File: config.mk
export PLATFORM = sky130hd
export DESIGN_NAME = cache_refill_ctrl
export DESIGN_NICKNAME = d
export VERILOG_FILES = /design/src/rtl/cache_pkg.sv /design/src/rtl/refill_line_buffer.sv /design/src/rtl/cache_refill_ctrl.sv
export SDC_FILE = /design/constraint.sdc
export NUM_CORES = 2
export LEC_CHECK = 0
export CORE_MARGIN = 5
export CORE_UTILIZATION = 30
export DETAILED_ROUTE_END_ITERATION = 8
export RECOVER_POWER = 25
export SLEW_MARGIN = 20
export SYNTH_ARGS = -nofsm -noshare
export SYNTH_HDL_FRONTEND = slang
export SYNTH_SLANG_ARGS = --single-unit
File: constraint.sdc
create_clock -name clk -period 19.5 [get_ports clk]
set_input_delay 1.95 -clock clk [delete_from_list [all_inputs] [get_ports clk]]
set_output_delay 1.95 -clock clk [all_outputs]
set_load 0.005 [all_outputs]
File: src/rtl/cache_pkg.sv
// Shared types and constants for the L1 data cache refill path.
// Latency: n/a (declarations only).
// Backpressure: n/a (declarations only).
package cache_pkg;

    // Refill sequencer states, in the order a refill walks through them.
    typedef enum logic [2:0] {
        IDLE,
        REQ,
        FILL,
        WRITE,
        DONE
    } state_t;

    localparam int        WORDS_PER_LINE = 16;
    localparam int        WORD_IDX_BITS  = 4;      // log2(WORDS_PER_LINE)
    localparam int        OFFSET_BITS    = 6;      // byte offset within a 64-byte line
    localparam logic [7:0] BURST_LEN     = 8'd15;  // AXI-style len: beats - 1

endpackage

File: src/rtl/refill_line_buffer.sv
// Line assembly buffer: one word written per accepted beat, store data merged on the output.
// Latency: a written word is visible on line/word the cycle after wr_en; merge is combinational.
// Backpressure: none; the owner decides when wr_en is asserted.
//
// Ports:
//   clk, reset          clock, async active-high reset (clears every word)
//   wr_en/wr_idx/wr_data  word write port, indexed by beat number
//   merge_en/idx/data/mask  pending store overlaid bytewise on word merge_idx
//   line                whole merged line
//   word                merged word at merge_idx
module refill_line_buffer
    import cache_pkg::*;
#(
    parameter int DATA_WIDTH = 32
) (
    input  logic                                 clk,
    input  logic                                 reset,
    input  logic                                 wr_en,
    input  logic [WORD_IDX_BITS-1:0]             wr_idx,
    input  logic [DATA_WIDTH-1:0]                wr_data,
    input  logic                                 merge_en,
    input  logic [WORD_IDX_BITS-1:0]             merge_idx,
    input  logic [DATA_WIDTH-1:0]                merge_data,
    input  logic [DATA_WIDTH/8-1:0]              merge_mask,
    output logic [WORDS_PER_LINE*DATA_WIDTH-1:0] line,
    output logic [DATA_WIDTH-1:0]                word
);

    logic [DATA_WIDTH-1:0] words [WORDS_PER_LINE];
    logic [DATA_WIDTH-1:0] ext_mask;

    always_ff @(posedge clk or posedge reset) begin
        if (reset) begin
            for (int i = 0; i < WORDS_PER_LINE; i++) begin
                words[i] <= '0;
            end
        end else if (wr_en) begin
            words[wr_idx] <= wr_data;
        end
    end

    // Byte-enable to bit-mask expansion.
    always_comb begin
        ext_mask = '0;
        for (int b = 0; b < DATA_WIDTH/8; b++) begin
            ext_mask[b*8 +: 8] = {8{merge_mask[b]}};
        end
    end

    // Only the store's word is touched; a zero mask leaves the fetched line intact.
    always_comb begin
        line = '0;
        for (int i = 0; i < WORDS_PER_LINE; i++) begin
            line[i*DATA_WIDTH +: DATA_WIDTH] = words[i];
        end
        if (merge_en) begin
            line[int'(merge_idx)*DATA_WIDTH +: DATA_WIDTH] =
                (words[merge_idx] & ~ext_mask) | (merge_data & ext_mask);
        end
    end

    assign word = line[int'(merge_idx)*DATA_WIDTH +: DATA_WIDTH];

endmodule

File: src/rtl/cache_refill_ctrl.sv
// Miss refill sequencer: one 16-beat burst read, line assembly, store merge, single-cycle SRAM write.
// Latency: 20 cycles miss-accept to ready again with no stalls; each bus stall cycle adds one.
// Backpressure: miss_ready low while busy (requester holds miss_valid); ar held until ar_ready; beats taken only on r_valid.
//
// Ports:
//   clk, reset                              clock, async active-high reset
//   miss_valid/ready/addr/wr/wdata/wmask    miss request from hit/miss logic
//   mem_ar_valid/ready/addr/len             burst read request (line aligned, 16 beats)
//   mem_r_valid/ready/data/last             read beats
//   sram_we/waddr/wdata                     full-line write into the line SRAM
//   done_valid/done_rdata                   completion pulse and word at the miss offset
//   fill_err                                pulse when mem_r_last disagrees with the beat count
module cache_refill_ctrl
    import cache_pkg::*;
#(
    parameter int DATA_WIDTH      = 32,
    parameter int Cache_line_size = 512,
    parameter int Index_len       = 6,
    parameter int ADDR_WIDTH      = 32
) (
    input  logic                       clk,
    input  logic                       reset,
    input  logic                       miss_valid,
    output logic                       miss_ready,
    input  logic [ADDR_WIDTH-1:0]      miss_addr,
    input  logic                       miss_wr,
    input  logic [DATA_WIDTH-1:0]      miss_wdata,
    input  logic [DATA_WIDTH/8-1:0]    miss_wmask,
    output logic                       mem_ar_valid,
    input  logic                       mem_ar_ready,
    output logic [ADDR_WIDTH-1:0]      mem_ar_addr,
    output logic [7:0]                 mem_ar_len,
    input  logic                       mem_r_valid,
    output logic                       mem_r_ready,
    input  logic [DATA_WIDTH-1:0]      mem_r_data,
    input  logic                       mem_r_last,
    output logic                       sram_we,
    output logic [Index_len-1:0]       sram_waddr,
    output logic [Cache_line_size-1:0] sram_wdata,
    output logic                       done_valid,
    output logic [DATA_WIDTH-1:0]      done_rdata,
    output logic                       fill_err
);

    localparam int WORD_LSB = $clog2(DATA_WIDTH/8);

    state_t                    state, state_nxt;
    logic [WORD_IDX_BITS-1:0]  cnt;
    logic [ADDR_WIDTH-1:0]     addr_q;
    logic                      wr_q;
    logic [DATA_WIDTH-1:0]     wdata_q;
    logic [DATA_WIDTH/8-1:0]   wmask_q;

    logic                      beat;
    logic                      last_beat;
    logic [Cache_line_size-1:0] line;
    logic [DATA_WIDTH-1:0]     word;
    logic                      unused_addr_lsb;

    assign beat      = (state == FILL) && mem_r_valid;
    assign last_beat = (cnt == WORD_IDX_BITS'(WORDS_PER_LINE - 1));

    // Byte-within-word bits never select anything.
    assign unused_addr_lsb = ^addr_q[WORD_LSB-1:0];

    always_ff @(posedge clk or posedge reset) begin
        if (reset) begin
            state   <= IDLE;
            cnt     <= '0;
            addr_q  <= '0;
            wr_q    <= 1'b0;
            wdata_q <= '0;
            wmask_q <= '0;
        end else begin
            state <= state_nxt;
            if (state == IDLE && miss_valid) begin
                addr_q  <= miss_addr;
                wr_q    <= miss_wr;
                wdata_q <= miss_wdata;
                wmask_q <= miss_wmask;
                cnt     <= '0;
            end else if (beat) begin
                cnt <= cnt + 1'b1;
            end
        end
    end

    always_comb begin
        state_nxt    = state;
        miss_ready   = 1'b0;
        mem_ar_valid = 1'b0;
        mem_r_ready  = 1'b0;
        sram_we      = 1'b0;
        done_valid   = 1'b0;
        case (state)
            IDLE: begin
                miss_ready = 1'b1;
                if (miss_valid) state_nxt = REQ;
            end
            REQ: begin
                mem_ar_valid = 1'b1;
                if (mem_ar_ready) state_nxt = FILL;
            end
            FILL: begin
                mem_r_ready = 1'b1;
                // The count alone ends the burst; mem_r_last is only cross-checked.
                if (mem_r_valid && last_beat) state_nxt = WRITE;
            end
            WRITE: begin
                sram_we   = 1'b1;
                state_nxt = DONE;
            end
            DONE: begin
                done_valid = 1'b1;
                state_nxt  = IDLE;
            end
            default: state_nxt = IDLE;
        endcase
    end

    assign mem_ar_len  = BURST_LEN;
    assign mem_ar_addr = (state == REQ) ? {addr_q[ADDR_WIDTH-1:OFFSET_BITS], OFFSET_BITS'(0)} : '0;
    assign fill_err    = beat && (mem_r_last != last_beat);

    // Everything feeding the SRAM comes from flops, never straight from mem_r_*.
    assign sram_waddr  = (state == WRITE) ? addr_q[OFFSET_BITS +: Index_len] : '0;
    assign sram_wdata  = (state == WRITE) ? line : '0;
    assign done_rdata  = (state == DONE) ? word : '0;

    refill_line_buffer #(
        .DATA_WIDTH (DATA_WIDTH)
    ) u_line_buffer (
        .clk        (clk),
        .reset      (reset),
        .wr_en      (beat),
        .wr_idx     (cnt),
        .wr_data    (mem_r_data),
        .merge_en   (wr_q),
        .merge_idx  (addr_q[WORD_LSB +: WORD_IDX_BITS]),
        .merge_data (wdata_q),
        .merge_mask (wmask_q),
        .line       (line),
        .word       (word)
    );

endmodule

==> flow_summary.json <==
{
  "synth_compound_area_share_pct": 18.5,
  "io_buffers": 686,
  "crit_fanout": 182,
  "arrival_ps": 11030,
  "path_clk_slew_ps": 50,
  "fin_ws_ps": 6520,
  "start_util_pct": 30.3,
  "synth_flop_cell": "dfrtp_1",
  "cts_sinks": 586,
  "slew_headroom_pct": -541,
  "synthTopCellsByCount": "nor2_1 (598), mux2_2 (589), dfrtp_1 (586), nand2_1 (358), a211oi_1 (305)",
  "grt_pass1_wl_um": 345000,
  "grt_max_degree": 212,
  "drtIter0Drc": 7890,
  "die_w_um": 375,
  "synth_fa_ha_area_share_pct": 0.188,
  "wl_per_cell_um": 39.9,
  "worstMarginPinSlew_ps": 9610,
  "vias": 42844,
  "synth_top_area_share_pct": 36.8,
  "hpwl_um": 177000,
  "grt_pass1_vias": 40322,
  "postPlaceCellArea_sq_um": 48300,
  "drc": 12,
  "synth_warnings": 0,
  "cts_tree": "built",
  "synth_largest_area_cell": "dfrtp_1",
  "min_period_ps": 12980,
  "clock_latency_ps": 690,
  "nNetsFinal": 4731,
  "syn_inst": 4146,
  "design_area_sq_um": 50900,
  "synth_seq_area_share_pct": 36.8,
  "critical_path_class": "reg2out",
  "synth_mux_area_share_pct": 25.3,
  "finalCritPeriodShare_pct": 66.6,
  "violations": "DRC, capacitance limit, slew limit",
  "status": "finished with violations",
  "synth_area_sq_um": 39900,
  "setup_viol": 0,
  "synthSimpleGateAreaFrac_pct": 13.4,
  "worst_setup_path_start_kind": "flop",
  "cts_root_buf": "clkbuf_16",
  "gp_congestion": 1.02,
  "grt.overflow.total": 0,
  "hold_class": "reg2reg",
  "hold_viol_final": 0,
  "synth_top_family_by_area": "multiplexers",
  "required_ps": 17550,
  "cts_resized": 0,
  "crit_family": "buffers and inverters",
  "fin_util_pct": 38.6,
  "cts_buffer_depth": 3,
  "grt_usage_pct": 34.8,
  "finalSetupTns_ps": 0,
  "hold_buffers": 0,
  "powerDensity_nw_per_um2": 132,
  "antenna_found_initial": 46,
  "synth-seq-cells": 586,
  "synth-xor-area-share_pct": 0.226,
  "rows": 133,
  "crit_buf_inv": 2,
  "slew_viol_final": 572,
  "p_leak_uw": 0.0197,
  "slowest_stage": "clkbuf_1",
  "endpoint_kind": "output port",
  "crit_chain": "nand3b_1, clkbuf_1, nor3_1, clkdlybuf4s50_1",
  "cap_violations": 10,
  "syn_area_per_cell_sq_um": 9.62,
  "whs_ps": 493,
  "fin_worst_skew_ps": 44.6,
  "numCtsBuffers": 73,
  "cts_setup_buffers": 0,
  "drtPass1Iterations": 9,
  "irDropWorstVdd_v": 0.000119,
  "dieArea_sq_um": 140000,
  "drt-total-wl_um": 257000,
  "r2r_slack_ps": 11630,
  "synth_edf_count": 0,
  "core_sq_um": 132000,
  "die_h_um": 375,
  "io_pins": 703,
  "postRouteAntennaNets": 0,
  "synthArstFlopShare_pct": 100,
  "area_growth_pct": 27.6,
  "vias_per_cell": 6.64,
  "grt_setup_unrepaired": "no",
  "place_ws_ps": 10820,
  "yosysMostFrequentCell": "nor2_1",
  "final_layout_size_suffix_gt1_share_pct": 23.3,
  "h-tree-depth": 3,
  "fmax_ghz": 0.0771,
  "yosys-top-cells-area": "dfrtp_1 (37%), mux2_2 (17%), mux4_2 (6.8%)",
  "critPathMaxStageDelay_ps": 6660,
  "synth_cell_types": 106
}
cell families after synthesis:
group | Yosys count
AOI/OAI and AO/OA | 1059
xor gates and xnor gates | 6
adders and majority gates | 6
buffers and inverters | 463
DFF | 586
muxes | 778
other | 2
and+or+nand+nor | 1246
worst reg2reg max path: stages (launching register included):
cell	delay (ps)
dfrtp_1	440
nand3b_1	170
clkbuf_1	6660
inv_1	160
cells in the final DEF (no fill, tap or decap), types with 12 or more instances in the layout:
cell	instances
nand2_1	356
o22ai_1	86
buf_4	133
o21ai_1	14
conb_1	14
a311oi_1	12
mux2_2	588
a22oi_1	18
inv_1	12
dfrtp_1	582
mux2i_1	61
a211oi_2	17
a2111oi_0	24
a31oi_1	12
diode_2	27
o211ai_1	28
mux4_2	121
a21oi_1	223
clkbuf_16	74
nand3_1	48
clkbuf_1	16
a211o_1	14
clkbuf_8	16
o21a_1	13
o21ai_0	117
and2_1	72
clkinv_2	15
a211oi_1	287
clkdlybuf4s50_1	682
nor3_1	46
and3_1	14
nor2_1	589
a221oi_1	22
nand2b_1	23
o221ai_1	30
where the power goes:
part,switching (uW),internal (uW),total [uW]
logic,2520,1070,3590
clock network,622,842,1460
registers,260,1400,1660
total,3400,3320,6720
layer usage:
| layer | share of wire (%) | up-vias | global-route usage, % |
|---|---|---|---|
| met5 | 0.14 | - | 0.549 |
| met1 | 35 | 21094 | 41.1 |
| li1 | - | 16331 | - |
| met4 | 9.5 | 46 | 25.2 |
| met2 | 39 | 4086 | 47.9 |
| met3 | 16 | 1287 | 18.4 |
stage by stage:
stage / total power, uW / instances
finish: 6720 / 6457
detailed placement: 5020 / 6298
global placement: 4990 / 6298
CTS: 6470 / 6430
floorplan: 3600 / 4158
global route: 6790 / 6432
flip-flops by register name (all words and copies together), names as in the netlist:
name	flops
u_line_buffer.words	512
wdata_q	32
addr_q	30
cnt	4
wmask_q	4
state	3
wr_q	1
area by class of cell:
| cell class | instances | area (sq um) |
|---|---|---|
| Inverter | 18 | 70.1 |
| Tap cell | 1755 | 2200 |
| Timing Repair Buffer | 830 | 7960 |
| Fill cell | 13228 | 80900 |
| Clock inverter | 34 | 385 |
| Clock buffer | 98 | 2100 |
| Sequential cell | 586 | 14700 |
| Antenna cell | 27 | 67.6 |
| Multi-Input combinational cell | 3109 | 23400 |
worst paths after layout:
| kind | to | start | cells past startpoint |
|---|---|---|---|
| hold reg to reg | addr_q[24] | addr_q[24] | 1 |
| setup reg to reg | state[2] | state[2] | 3 |
| setup / recovery | sram_wdata[121] | state[2] | 4 |
| hold / removal | addr_q[24] | addr_q[24] | 1 |
| min in group asynchronous | wdata_q[12] | reset | 2 |
| max in group asynchronous | wdata_q[26] | reset | 4 |
Power figures use the tool's default switching activity.
